$ cat config.mk
export PLATFORM = sky130hd
export DESIGN_NAME = nd_2to1
export DESIGN_NICKNAME = d
export VERILOG_FILES = /design/src/rtl/nd_2to1.sv
export SDC_FILE = /design/constraint.sdc
export NUM_CORES = 1
export LEC_CHECK = 0
export ABC_AREA = 1
export BUFFER_PORTS_ARGS = -buffer_cell sky130_fd_sc_hd__clkbuf_2
export CORE_MARGIN = 2
export CORE_UTILIZATION = 35
export DETAILED_ROUTE_END_ITERATION = 8
export GPL_ROUTABILITY_DRIVEN = 1
export HOLD_SLACK_MARGIN = 0.15
export PLACE_DENSITY_LB_ADDON = 0.25
export SLEW_MARGIN = 20
export SYNTH_ARGS = -nofsm -noshare
export SYNTH_HDL_FRONTEND = slang
export SYNTH_SLANG_ARGS = --single-unit
$ cat constraint.sdc
create_clock -name i_clk -period 4 [get_ports i_clk]
set_input_delay 0.6 -clock i_clk [delete_from_list [all_inputs] [get_ports i_clk]]
set_output_delay 0.6 -clock i_clk [all_outputs]
set_load 0.03 [all_outputs]
$ cat src/rtl/nd_2to1.sv
// Two-input merge node: per-input FIFOs feeding one four-phase output channel.
// Define ND_2TO1_RR_ARB_EN for round-robin arbitration; otherwise input 0 has fixed priority.
`ifndef NS_ADDRESS_SIZE
`define NS_ADDRESS_SIZE 8
`endif
`ifndef NS_DATA_SIZE
`define NS_DATA_SIZE 16
`endif

module nd_2to1 #(
    parameter int unsigned ASZ  = `NS_ADDRESS_SIZE,
    parameter int unsigned DSZ  = `NS_DATA_SIZE,
    parameter int unsigned FLG2 = 2
) (
    input  logic           i_clk,
    input  logic           reset,
    output logic           ready,
    output logic [ASZ-1:0] snd0_dst,
    output logic [DSZ-1:0] snd0_dat,
    output logic           snd0_req,
    input  logic           snd0_ack,
    input  logic [ASZ-1:0] rcv0_dst,
    input  logic [DSZ-1:0] rcv0_dat,
    input  logic           rcv0_req,
    output logic           rcv0_ack,
    input  logic [ASZ-1:0] rcv1_dst,
    input  logic [DSZ-1:0] rcv1_dat,
    input  logic           rcv1_req,
    output logic           rcv1_ack
);
    localparam int unsigned DEPTH = 1 << FLG2;

    typedef logic [ASZ+DSZ-1:0] msg_t;
    typedef logic [FLG2-1:0]    ptr_t;
    typedef logic [FLG2:0]      cnt_t;
    typedef enum logic {ST_INIT, ST_RUN} state_t;

    state_t     state_q, state_d;
    msg_t       mem_q [2][DEPTH];
    ptr_t       wp_q [2], wp_d [2], rp_q [2], rp_d [2];
    cnt_t       cnt_q [2], cnt_d [2];
    logic [1:0] ack_q, ack_d, push, pop, req;
    msg_t       rcv_msg [2];
    msg_t       snd_msg_q, snd_msg_d;
    logic       snd_req_q, snd_req_d;
    logic       run, pop_en, sel;
`ifdef ND_2TO1_RR_ARB_EN
    logic       arb_q, arb_d;
`endif

    always_comb begin
        state_d    = ST_RUN;
        run        = (state_q == ST_RUN);
        req        = {rcv1_req, rcv0_req};
        rcv_msg[0] = {rcv0_dst, rcv0_dat};
        rcv_msg[1] = {rcv1_dst, rcv1_dat};
        pop_en     = run && !snd_req_q && !snd0_ack && ((cnt_q[0] != '0) || (cnt_q[1] != '0));
`ifdef ND_2TO1_RR_ARB_EN
        // arb_q names the preferred input; it only matters when both FIFOs hold data
        sel   = (cnt_q[1] != '0) && ((cnt_q[0] == '0) || arb_q);
        arb_d = pop_en ? !sel : arb_q;
`else
        sel   = (cnt_q[0] == '0);
`endif
        pop[0] = pop_en && !sel;
        pop[1] = pop_en && sel;

        snd_req_d = snd_req_q;
        snd_msg_d = snd_msg_q;
        if (pop_en) begin
            snd_req_d = 1'b1;
            snd_msg_d = mem_q[sel][rp_q[sel]];
        end else if (snd_req_q && snd0_ack) begin
            snd_req_d = 1'b0;
        end

        for (int unsigned n = 0; n < 2; n++) begin
            // full check uses the registered count, so a same-edge pop never frees a slot early
            push[n]  = run && req[n] && !ack_q[n] && (cnt_q[n] < cnt_t'(DEPTH));
            ack_d[n] = ack_q[n];
            if (push[n])
                ack_d[n] = 1'b1;
            else if (!req[n] && ack_q[n])
                ack_d[n] = 1'b0;
            wp_d[n]  = wp_q[n] + ptr_t'(push[n]);
            rp_d[n]  = rp_q[n] + ptr_t'(pop[n]);
            cnt_d[n] = cnt_q[n] + cnt_t'(push[n]) - cnt_t'(pop[n]);
        end
    end

    always_ff @(posedge i_clk or posedge reset) begin
        if (reset) begin
            state_q   <= ST_INIT;
            ack_q     <= '0;
            snd_req_q <= 1'b0;
            snd_msg_q <= '0;
            for (int unsigned n = 0; n < 2; n++) begin
                wp_q[n]  <= '0;
                rp_q[n]  <= '0;
                cnt_q[n] <= '0;
            end
`ifdef ND_2TO1_RR_ARB_EN
            arb_q <= 1'b0;
`endif
        end else begin
            state_q   <= state_d;
            ack_q     <= ack_d;
            snd_req_q <= snd_req_d;
            snd_msg_q <= snd_msg_d;
            for (int unsigned n = 0; n < 2; n++) begin
                wp_q[n]  <= wp_d[n];
                rp_q[n]  <= rp_d[n];
                cnt_q[n] <= cnt_d[n];
            end
`ifdef ND_2TO1_RR_ARB_EN
            arb_q <= arb_d;
`endif
        end
    end

    always_ff @(posedge i_clk) begin
        for (int unsigned n = 0; n < 2; n++)
            if (push[n])
                mem_q[n][wp_q[n]] <= rcv_msg[n];
    end

    assign ready                = (state_q == ST_RUN);
    assign snd0_req             = snd_req_q;
    assign {snd0_dst, snd0_dat} = snd_msg_q;
    assign rcv0_ack             = ack_q[0];
    assign rcv1_ack             = ack_q[1];
endmodule

==> impl_metrics.py, run 1 <==
metrics = {
    "run": {
        "cap_viol_max_count": 0,
    },
    "clock_tree": {
        "htreeDepth": 1,
        "cts_tree": "yes",
        "cts_resized": 0,
        "path_clk_slew_ns": 0.06,
        "insertion_delay_ns": 0.52,
        "post_cts_buffers": 0,
        "root_buffer": "clkbuf_16",
        "postCtsHoldBufs": 0,
        "cts_num_sinks": 234,
        "clk_path_buf_depth": 3,
        "cts_made_buffers": 25,
    },
    "detailed_routing": {
        "detail_route.vias_per_cell": 4.65,
        "ant_nets": 0,
        "drc": 0,
        "drt_wl_total_um": 24200,
        "vias": 6549,
        "drt_iter0_drc": 492,
        "firstDrtPassIters": 5,
        "wl_per_cell_um": 17.2,
    },
    "synth": {
        "synthCells": 936,
        "yosysWarnings": 0,
        "synth.cell_area_sq_um": 9820,
        "synth_cell_types": 24,
        "ys_ff_latch": 234,
        "yosys.area.top_type": "edfxtp_1",
        "syn-num-nets": 997,
        "synth_top_cell_area_share_pct": 58.7,
        "seq_area_frac_synth_pct": 69.4,
        "synth.avg_cell_area_sq_um": 10.5,
        "yosys-top-cells-area": "edfxtp_1 59%, nand2_1 19%, dfrtp_1 11%",
    },
    "layout": {
        "nets": 1072,
        "drive_above_1_share_pct": 14.6,
        "seqCellArea_sq_um": 6820,
        "area_growth_pct": 16.7,
        "nFillCells": 2716,
        "multi_input_comb_area_sq_um": 2710,
        "post-route-util_pct": 41.4,
    },
    "worst_setup_path": {
        "arrival_ns": 3.47,
        "critPathKind": "flip-flop to flip-flop",
        "cp_max_fo": 66,
        "crit_path_start_kind": "flip-flop",
        "endpoint_kind": "flip-flop",
        "cp.required_ns": 4.41,
    },
    "power": {
        "cell_internal_pwr_mw": 5.15,
        "power_switching_mw": 3.29,
        "swShare_pct": 38.9,
        "irDropWorstVdd_v": 0.000378,
        "p_clk_share_pct": 27.2,
        "pwr-share-seq_pct": 37.5,
        "power.density_nw_per_um2": 737,
        "leakage_nw": 5.04,
        "comb_power_share_pct": 35.2,
    },
    "sta": {
        "hold_viol": 0,
        "finalSetupViolations": 0,
        "clock.fmax_mhz": 326,
        "period_needed_ns": 3.07,
        "worstMarginPinSlew_ns": 1.06,
        "drv_slew": 0,
        "timing.slew.headroom_pct": 29.5,
        "fin_crit_sh_pct": 76.7,
        "holdWs_ns": 0.292,
        "finClkSkew_ns": 0.00946,
        "grt_setup_unrepaired": "no",
        "fin_setup_tns_ns": 0,
    },
    "global_routing": {
        "antenna_found_initial": 5,
        "grt_util_all_layers_pct": 16.8,
        "overflow": 0,
        "grt_max_degree": 100,
        "grt_pass1_wl_um": 37700,
        "grt_pass1_vias": 6413,
    },
    "floorplan": {
        "core_area_sq_um": 27700,
        "die_area_sq_um": 29400,
        "ios": 81,
        "die_height_um": 172,
        "num_rows": 61,
        "die_x_um": 172,
        "start_util_pct": 35.5,
    },
    "placement": {
        "dp_hpwl_um": 14200,
        "globalplace.congestion": 0.761,
        "portBuffers": 80,
    },
    "hold_path": {
        "hold_path.class": "input pin to flip-flop",
    },
    "status": {
        "outcome": "finished clean",
    },
}
## layout by cell type, fill, tap and decap left out
master / netlist / routed
o21ai_4: 1 / 1
edfxtp_1: 192 / 192
clkinvlp_4: 0 / 1
clkbuf_16: 0 / 25
nor3_2: 0 / 8
clkinv_1: 0 / 4
dfrtp_1: 42 / 42
fa_1: 2 / 2
nor2_1: 3 / 3
nor4_1: 1 / 1
nor3_1: 9 / 1
nand2_2: 1 / 1
bufinv_16: 0 / 4
ha_1: 6 / 6
inv_1: 21 / 20
nand2_4: 0 / 1
nor2_4: 1 / 1
diode_2: 0 / 3
xor2_1: 7 / 7
inv_2: 3 / 4
nand2_1: 493 / 492
buf_12: 0 / 2
clkbuf_1: 17 / 2
conb_1: 1 / 1
clkinv_2: 0 / 7
xnor2_1: 3 / 3
buf_4: 4 / 15
nand3_1: 99 / 99
clkbuf_2: 0 / 80
o21ai_0: 1 / 1
nand4_1: 1 / 1
## layout make-up
type                       count  share of cell area (%)
multi-input combinational    629                    23.6
antenna                        3                  0.0655
tap                          378                    4.13
timing repair buffer          97                    4.83
inverter                      24                   0.786
clock buffer                  27                    5.53
clock inverter                16                    1.55
sequential                   234                    59.5
## synth_stat cells
| cell type | instances |
|---|---|
| xor2_1 | 7 |
| nor2_4 | 1 |
| buf_6 | 4 |
| conb_1 | 1 |
| buf_2 | 21 |
| buf_4 | 4 |
| dfrtp_1 | 42 |
| nand3_1 | 99 |
| nand4_1 | 1 |
| edfxtp_1 | 192 |
| xnor2_1 | 3 |
| buf_1 | 3 |
| o21ai_0 | 1 |
| nand2_2 | 1 |
| nor4_1 | 1 |
| o21ai_4 | 1 |
| inv_1 | 21 |
| nor2_1 | 3 |
| fa_1 | 2 |
| clkbuf_1 | 17 |
| nand2_1 | 493 |
| inv_2 | 3 |
| ha_1 | 6 |
| nor3_1 | 9 |
## final timing paths
path,slack [ns],start,end,cells after the start
worst max-delay path,0.93,cnt_q[5],snd_msg_q[8],8
max in group asynchronous,3.08,reset,snd_msg_q[15],2
worst max register to register,0.93,cnt_q[5],snd_msg_q[8],8
worst min register to register,0.47,rp_q[3],rp_q[3],1
min in group asynchronous,0.30,reset,ack_q[1],2
worst min-delay path,0.29,snd0_ack,snd0_req,2
## worst max-delay path, stage by stage, from the launching register on
cell,delay (ns)
dfrtp_1,0.41
inv_2,0.36
nand2_4,0.51
o21ai_4,0.84
inv_2,0.45
nand2_1,0.18
nand2_1,0.07
nand2_1,0.06
nand2_1,0.05
## sequential cells by signal (all words and copies together), names as in the netlist
register   count
ack_q          2
cnt_q          6
mem_q        192
ready          1
rp_q           4
snd0_req       1
snd_msg_q     24
wp_q           4
## metal layers
layer	wire length, um	vias up	part of all wire [%]	global-route usage [%]
met5	13	-	0.054	0
met1	11100	3093	46	23.4
li1	-	3236	-	-
met2	11000	182	45	26.7
met4	421	2	1.7	3.87
met3	1780	36	7.4	4.28
## stage by stage
stage          cells  cell area [sq um]  setup WS (ns)  total power, mW
6_report        1408              11500          0.934             8.44
5_1_grt         1406              11500          0.616             9.04
4_1_cts         1405              11500          0.905             8.51
3_5_place_dp    1362              10600          0.923             6.20
3_3_place_gp    1362              10600          0.982             6.19
2_1_floorplan    936               9820          0.814             5.32
## kinds of logic (layout without fill, tap and decap cells)
kind of cell	after synthesis	in the layout	share of synthesized area (%)
AND/OR/NAND/NOR	608	608	24.8
flip-flops	234	234	69.4
buffers and inverters	73	164	3.52
other	1	4	0.0382
adder cells (fa/ha/maj)	8	8	1.17
XOR/XNOR	10	10	0.892
AO/OA/AOI/OAI	2	2	0.217
## power groups by stage
stage	logic [mW]	registers, mW	clock network (mW)
2_1_floorplan	1.93	3.39	0
3_3_place_gp	2.98	3.22	0
3_5_place_dp	2.98	3.21	0
4_1_cts	3.00	3.17	2.34
5_1_grt	3.39	3.20	2.45
6_report	2.98	3.17	2.30
Note: power is estimated with default switching activity, not from simulation.
==> inputs of run 2 (changes only) <==
==> constraint.sdc (replaced) <==
create_clock -name i_clk -period 2.6 [get_ports i_clk]
set_input_delay 0.39 -clock i_clk [delete_from_list [all_inputs] [get_ports i_clk]]
set_output_delay 0.39 -clock i_clk [all_outputs]
set_load 0.03 [all_outputs]
==> run 2 against run 1 <==
Against the previous run: clock power increased by 46%; power is 53% higher; register-to-register slack worse by 0.63 ns; flip-flop and latch count is the same; first-iteration DRC count fell by 3.0%; design area rose by 5.2%; sequential share of layout area is 2.9 points lower; largest power group unchanged.
==> impl_metrics.py, run 2 (synthesized netlist as in run 1, its figures left out) <==
metrics = {
    "clock_tree": {
        "cts_resized": 0,
        "clk_path_buf_depth": 3,
        "insertion_delay_ns": 0.51,
        "root_buffer": "clkbuf_16",
        "cts_tree": "yes",
        "path_clk_slew_ns": 0.06,
        "cts_made_buffers": 25,
        "htreeDepth": 1,
        "cts_num_sinks": 234,
    },
    "placement": {
        "globalplace.congestion": 0.700,
        "post_dp_cell_area_sq_um": 10800,
        "dp_hpwl_um": 13500,
        "placed_cells": 1368,
        "portBuffers": 80,
    },
    "sta": {
        "grt_setup_unrepaired": "no",
        "hold_viol": 0,
        "finalSetupViolations": 0,
        "holdWs_ns": 0.466,
        "finClkSkew_ns": 0.0123,
        "drv_slew": 0,
        "timing.slew.headroom_pct": 49.4,
        "period_needed_ns": 2.29,
        "fin_crit_sh_pct": 88.2,
        "worstMarginPinSlew_ns": 0.759,
        "clock.fmax_mhz": 436,
    },
    "worst_setup_path": {
        "startpoint": "cnt_q[4]",
        "crit_path_end": "snd_msg_q[8]",
        "timing.critical_path.buf_inv": 2,
        "critPathKind": "flip-flop to flip-flop",
        "max_stage_delay_ns": 0.66,
        "path_cells": "nor2_4, buf_4, buf_4, nand3_1, nand2_1, nand2_1, nand2_1, nand2_1, nand2_1, nand2_1, nand2_1",
        "arrival_ns": 2.74,
        "timing.rr.end": "snd_msg_q[8]",
        "crit_path_start_kind": "flip-flop",
        "r2r_start": "cnt_q[4]",
        "r2r_slack_ns": 0.31,
        "endpoint_kind": "flip-flop",
        "cp.depth": 11,
        "reg2reg_depth": 11,
        "cp_max_fo": 72,
        "crit_family": "buffers and inverters",
        "cpMostUsedCell": "nand2_1",
        "cp.required_ns": 3.05,
        "slowest_stage": "buf_4",
    },
    "layout": {
        "largest_register_ffs": 192,
        "instances_no_fill": 1465,
        "n_antenna_cell": 0,
        "mostFrequentLayoutCell": "nand2_1",
        "multi_input_comb_area_sq_um": 2730,
        "final_cell_mix": "492 x nand2_1, 192 x edfxtp_1, 99 x nand3_1",
        "nFillCells": 2632,
        "area_growth_pct": 22.7,
        "seqCellArea_sq_um": 6820,
        "post-route-util_pct": 43.5,
        "drive_above_1_share_pct": 13.9,
        "fin_area_sq_um": 12100,
        "nets": 1130,
    },
    "floorplan": {
        "core_area_sq_um": 27700,
        "ios": 81,
        "num_rows": 61,
        "die_area_sq_um": 29400,
        "die_x_um": 172,
        "start_util_pct": 35.5,
        "die_height_um": 172,
    },
    "detailed_routing": {
        "vias": 6761,
        "wl_per_cell_um": 16.6,
        "firstDrtPassIters": 7,
        "ant_nets": 0,
        "drt_wl_total_um": 24300,
        "drc": 0,
        "detail_route.vias_per_cell": 4.62,
        "drt_iter0_drc": 477,
    },
    "global_routing": {
        "grt_max_degree": 73,
        "antenna_found_initial": 1,
        "overflow": 0,
        "grt_pass1_vias": 6704,
        "grt_pass1_wl_um": 38000,
        "grt_util_all_layers_pct": 17.2,
    },
    "power": {
        "cell_internal_pwr_mw": 7.90,
        "comb_power_share_pct": 36.1,
        "swShare_pct": 38.7,
        "irDropWorstVdd_v": 0.000464,
        "leakage_nw": 5.28,
        "pwr-share-seq_pct": 37.9,
        "power_switching_mw": 4.99,
        "power.density_nw_per_um2": 1070,
        "p_clk_share_pct": 26.1,
        "fin_total_pwr_mw": 12.9,
    },
    "hold_path": {
        "hold_path.class": "input pin to asynchronous set/reset pin",
    },
    "run": {
        "cap_viol_max_count": 0,
    },
    "status": {
        "outcome": "finished clean",
    },
}
## run 2: cell types whose count changed in the layout (fill, tap and decap cells not counted), moves of 3 or more
cell           before  now
diode_2             3    0
clkbuf_1            2    9
buf_12              2    7
dlygate4sd3_1       0   52
nor3_4              0    4
clkinv_2            7    4
nor3_2              8    4
## run 2: per-stage QoR
step	setup TNS (ns)	worst slack, ns
after floorplan	-50.21	-0.523
after global placement	0	0.346
after detailed placement	0	0.316
after CTS	0	0.285
after global routing	0	0.0160
final	0	0.308
## run 2: final cells by class
cell class / count / area share, %
sequential: 234 / 56.5
multi-input combinational: 629 / 22.7
timing repair buffer: 155 / 9.80
clock buffer: 34 / 5.47
tap: 378 / 3.92
clock inverter: 11 / 0.851
inverter: 24 / 0.747
## run 2: tightest hold or removal path: cells and delay by family
| family | cells | cell delay, ns |
|---|---|---|
| buf+inv | 3 | 1.05 |
## run 2: metal layers
layer	track usage, %	wire length (um)
met3	2.88	1250
met5	0	11
met4	3.80	379
met1	23.3	11100
met2	29.0	11600
## run 2: worst min path at each step
| stage | start | to | slack [ns] | cells past startpoint |
|---|---|---|---|---|
| 2_1_floorplan | rp_q[3] | rp_q[3] | 0.44 | 1 |
| 3_3_place_gp | rp_q[1] | rp_q[1] | 0.46 | 1 |
| 3_5_place_dp | rp_q[1] | rp_q[1] | 0.46 | 1 |
| 4_1_cts | rp_q[1] | rp_q[1] | 0.47 | 1 |
| 5_1_grt | rp_q[1] | rp_q[1] | 0.49 | 1 |
| 6_report | reset | ready | 0.47 | 3 |
## run 2: power by group through the flow
stage | Sequential [mW] | Combinational [mW] | Clock [mW]
detailed placement | 4.96 | 4.65 | 0
global route | 4.93 | 5.31 | 3.59
global placement | 4.95 | 4.61 | 0
floorplan | 5.22 | 2.98 | 0
CTS | 4.89 | 4.73 | 3.43
finish | 4.88 | 4.65 | 3.36
## run 2: timing repair
item                      4_1_cts  5_1_grt
hold endpoints to repair      217        0
setup buffers                   0        0
hold buffers                   52        0
